### config.mk
export PLATFORM = sky130hd
export DESIGN_NAME = fifo_umbrales
export DESIGN_NICKNAME = d
export VERILOG_FILES = /design/src/rtl/fifo_umbrales.sv
export SDC_FILE = /design/constraint.sdc
export NUM_CORES = 1
export LEC_CHECK = 0
export CORE_UTILIZATION = 40
export CTS_CLUSTER_SIZE = 14
export DETAILED_ROUTE_END_ITERATION = 7
export DONT_BUFFER_PORTS = 1
export MAX_ROUTING_LAYER = met4
export SLEW_MARGIN = 20
export SYNTH_ARGS = -nofsm -noshare
export SYNTH_HDL_FRONTEND = slang
export SYNTH_SLANG_ARGS = --single-unit
### constraint.sdc
create_clock -name clk -period 5.4 [get_ports clk]
set_input_delay 0.81 -clock clk [delete_from_list [all_inputs] [get_ports clk]]
set_output_delay 0.81 -clock clk [all_outputs]
set_load 0.03 [all_outputs]
### src/rtl/fifo_umbrales.sv
// rtl/fifo_umbrales.sv - circular-buffer FIFO with almost-full/almost-empty thresholds
// Flags decode the registered count; fifo_error is sticky until reset.
module fifo_umbrales #(
    parameter int DATA_W    = 10,
    parameter int DEPTH     = 8,
    parameter int ADDR_W    = 3,
    parameter int AF_THRESH = 6,
    parameter int AE_THRESH = 2
) (
    input  logic              clk,
    input  logic              reset_L,
    input  logic              push,
    input  logic              pop,
    input  logic [DATA_W-1:0] data_in,
    output logic [DATA_W-1:0] data_out,
    output logic              fifo_empty,
    output logic              fifo_full,
    output logic              almost_full,
    output logic              almost_empty,
    output logic              fifo_error,
    output logic [ADDR_W:0]   count
);

    localparam logic [ADDR_W:0] DEPTH_C = (ADDR_W+1)'(DEPTH);
    localparam logic [ADDR_W:0] AF_C    = (ADDR_W+1)'(AF_THRESH);
    localparam logic [ADDR_W:0] AE_C    = (ADDR_W+1)'(AE_THRESH);

    logic [DATA_W-1:0] mem_q [DEPTH];
    logic [ADDR_W-1:0] wr_ptr_q, wr_ptr_d;
    logic [ADDR_W-1:0] rd_ptr_q, rd_ptr_d;
    logic [ADDR_W:0]   count_q, count_d;
    logic [DATA_W-1:0] data_out_q, data_out_d;
    logic              error_q, error_d;
    logic              wr_ok, rd_ok;

    assign fifo_empty   = (count_q == '0);
    assign fifo_full    = (count_q == DEPTH_C);
    assign almost_full  = (count_q >= AF_C);
    assign almost_empty = (count_q <= AE_C);
    assign data_out     = data_out_q;
    assign fifo_error   = error_q;
    assign count        = count_q;

    // A pop frees the head slot, so a full FIFO still takes a simultaneous push.
    always_comb begin
        wr_ok      = push & (~fifo_full | pop);
        rd_ok      = pop & ~fifo_empty;
        wr_ptr_d   = wr_ptr_q;
        rd_ptr_d   = rd_ptr_q;
        count_d    = count_q;
        data_out_d = data_out_q;
        error_d    = error_q | (push & ~wr_ok) | (pop & fifo_empty);
        if (wr_ok) begin
            wr_ptr_d = wr_ptr_q + ADDR_W'(1);
        end
        if (rd_ok) begin
            rd_ptr_d   = rd_ptr_q + ADDR_W'(1);
            data_out_d = mem_q[rd_ptr_q];
        end
        case ({wr_ok, rd_ok})
            2'b10:   count_d = count_q + (ADDR_W+1)'(1);
            2'b01:   count_d = count_q - (ADDR_W+1)'(1);
            default: count_d = count_q;
        endcase
    end

    always_ff @(posedge clk or negedge reset_L) begin
        if (!reset_L) begin
            wr_ptr_q   <= '0;
            rd_ptr_q   <= '0;
            count_q    <= '0;
            data_out_q <= '0;
            error_q    <= 1'b0;
        end else begin
            wr_ptr_q   <= wr_ptr_d;
            rd_ptr_q   <= rd_ptr_d;
            count_q    <= count_d;
            data_out_q <= data_out_d;
            error_q    <= error_d;
        end
    end

    // Storage is deliberately left out of reset.
    always_ff @(posedge clk) begin
        if (wr_ok) begin
            mem_q[wr_ptr_q] <= data_in;
        end
    end

endmodule
==> results.tsv <==
metric	value	unit
yosys_warnings	0	
drc_errors	0	
place_hpwl	4586	um
slowest_delay	590	ps
n_antenna_cell	0	
start_util	0.4157	
drive_above_1_share	0.1955	
power_frac_seq	0.518	
clockBufferDepth	2	
vias	2085	
clkPwrFrac	0.182	
wl	7573	um
maxCapViolCount	0	
cp_max_fo	23	
place_area	4258	um2
path_cells	or3_4 > o21ai_4 > inv_2 > ha_1 > xor2_1 > ha_1 > a21oi_1 > xor2_1 > nor2_1 > xor2_1	
cts_tree	built	
status	completed	
final_nets	280	
track_usage	0.1589	
comb_power_share	0.300	
synth_area	4100	um2
path_class	register to register	
path_delay_family	compound AO/OA/AOI/OAI gates	
synth_edf_count	80	
fin_area	4434	um2
dieArea	10660	um2
critPathArrivalTime	3160	ps
rows	36	
cpMostUsedCell	xor2_1	
p_switching	900.8	uW
synthCells	251	
grt_pass1_wl	11410	um
areaGrowthSynthToFinish	8.148	%
synthFlopType	edfxtp_1	
clk_pin_slew	100	ps
switching_share	0.3760	
critical-path-slowest-cell	dfrtp_1	
start_kind	register	
firstDrtPassIters	4	
cts.sinks	101	
clk_latency	370	ps
synthArstFlopShare	0.2079	
wl_per_cell	18.98	um
cell_internal_pwr	1495	uW
crit_path_end_kind	register	
ys_types	34	
die_w	103.2	um
fmax	342.4	MHz
rsz0062_at_grt	false	
tns	0	ps
p_leak	0.001548	uW
antenna_found_initial	0	
min_path_type	primary input to async pin	
ant_nets	0	
setup_viol	0	
drv_slew	0	
worstMarginPinSlew	985.7	ps
grt_pass1_vias	2080	
avgSynthCellArea	16.34	um2
root_buffer	clkbuf_8	
avgViaCountPerCell	5.226	
post_cts_resized	0	
die_y	103.2	um
postCtsSetupBuffers	0	
finalClockSkew	9.922	ps
max-slew-margin-rel	0.3389	
synth.net_count	270	
rrSetupSlack	2480	ps
post-route-period-util	0.5409	
numPortBuffers	0	
nFillCells	850	
coreArea	9864	um2
grt_start_max_net_pins	43	
drt_iter0_markers	52	
io_pins	33	
postCtsHoldBufs	0	
numCtsBuffers	9	
place_congestion	0.7491	
required	5640	ps
fin_crit	2921	ps
power_density	540.3	nW/um2
grt-ovfl-total	0	
finalHoldViolations	0	
synth.yosys.seq_area_share	0.7141	
path_buf_inv	1	
ys_ff_latch	101	
cts.htree.levels	3	
peakVddDrop	0.3021	mV
-- metrics by stage --
step	utilization	power, uW	cells	setup slack [ps]	hold WS, ps
2_1_floorplan	-	1821	251	2761	505.9
3_3_place_gp	0.4316	1969	383	2542	514.8
4_1_cts	0.4495	2420	399	2453	110.8
5_1_grt	0.4495	2534	399	2252	107.1
6_report	0.4495	2396	399	2479	122.7
3_5_place_dp	0.4316	1990	383	2472	514.8
-- sequential cells by signal, indices dropped and copies added (netlist names) --
signal,count
rd_ptr_q,3
mem_q,80
wr_ptr_q,3
count,4
fifo_error,1
data_out,10
-- cell usage after synthesis (4+ instances only) --
cell      count  area share
nor3_1        5      0.0061
xnor2_1       5       0.011
edfxtp_1     80        0.59
mux2i_1      20       0.049
nand2b_1      5      0.0076
ha_1          5       0.015
o22ai_1      11       0.017
mux2_2       22       0.060
o21ai_1      10       0.012
dfrtp_1      21        0.13
xor2_1        4      0.0085
nor2_1        6      0.0055
nand2_1      19       0.017
a221o_1      10       0.024
-- final cells by class --
| type | instances | area, um2 | area share |
|---|---|---|---|
| sequential | 101 | 2929 | 0.6606 |
| multi-input combinational | 138 | 1087 | 0.2452 |
| clock inverter | 6 | 48.80 | 0.01100 |
| clock buffer | 10 | 127.6 | 0.02878 |
| inverter | 2 | 7.507 | 0.001693 |
| timing repair buffer | 9 | 67.56 | 0.01524 |
| tap | 133 | 166.4 | 0.03753 |
-- power groups by stage --
| stage | Sequential [uW] | Clock (uW) | Combinational (uW) |
|---|---|---|---|
| finish | 1240 | 436 | 718 |
| global route | 1270 | 473 | 790 |
| CTS | 1240 | 447 | 731 |
| detailed placement | 1260 | 0 | 729 |
| global placement | 1250 | 0 | 717 |
| floorplan | 1230 | 0 | 593 |
-- worst paths after layout --
kind                                          from                       to  cells after the start
max                           count[1]$_DFFE_PN0P_     count[2]$_DFFE_PN0P_                     10
max reg2reg                   count[1]$_DFFE_PN0P_     count[2]$_DFFE_PN0P_                     10
min in group clk                        data_in[5]    mem_q[0][5]$_DFFE_PP_                      0
min                                        reset_L  data_out[7]$_DFFE_PN0P_                      0
min reg2reg                rd_ptr_q[2]$_DFFE_PN0P_  rd_ptr_q[2]$_DFFE_PN0P_                      1
max in group asynchronous                  reset_L  rd_ptr_q[0]$_DFFE_PN0P_                      0
-- cell usage in the layout, fill, tap and decap left out, types with 2 or more instances in the layout --
cell	Yosys	layout
a21oi_1	3	3
o22ai_1	11	11
ha_1	5	5
clkbuf_8	0	9
xor2_1	4	4
mux2i_1	20	20
nand2_1	19	19
nor2_1	6	6
clkinvlp_4	0	2
edfxtp_1	80	80
buf_4	3	9
xnor2_1	5	5
clkinv_4	0	2
a221o_1	10	10
o21ai_1	10	10
nor2b_1	3	3
mux2_2	22	22
dfrtp_1	21	20
nand2b_1	5	5
nor3_1	5	5
-- logic make-up (layout without fill, tap and decap cells) --
| group | after synthesis | in the layout | synth area share |
|---|---|---|---|
| flip-flops | 101 | 101 | 0.7141 |
| AND/OR/NAND/NOR | 43 | 43 | 0.05127 |
| multiplexers | 42 | 42 | 0.1092 |
| AO/OA/AOI/OAI | 39 | 39 | 0.06866 |
| buffers and inverters | 12 | 27 | 0.02227 |
| XOR/XNOR | 9 | 9 | 0.01922 |
| adder cells (fa/ha/maj) | 5 | 5 | 0.01526 |
-- layer usage --
layer | part of all wire | global-route usage | routed length [um]
met4 | 0.020 | 0.07151 | 148
met2 | 0.46 | 0.2467 | 3455
met5 | 0 | - | 0
met1 | 0.49 | 0.2038 | 3728
met3 | 0.032 | 0.02957 | 241
No activity file was read; power rests on OpenSTA's default activity.
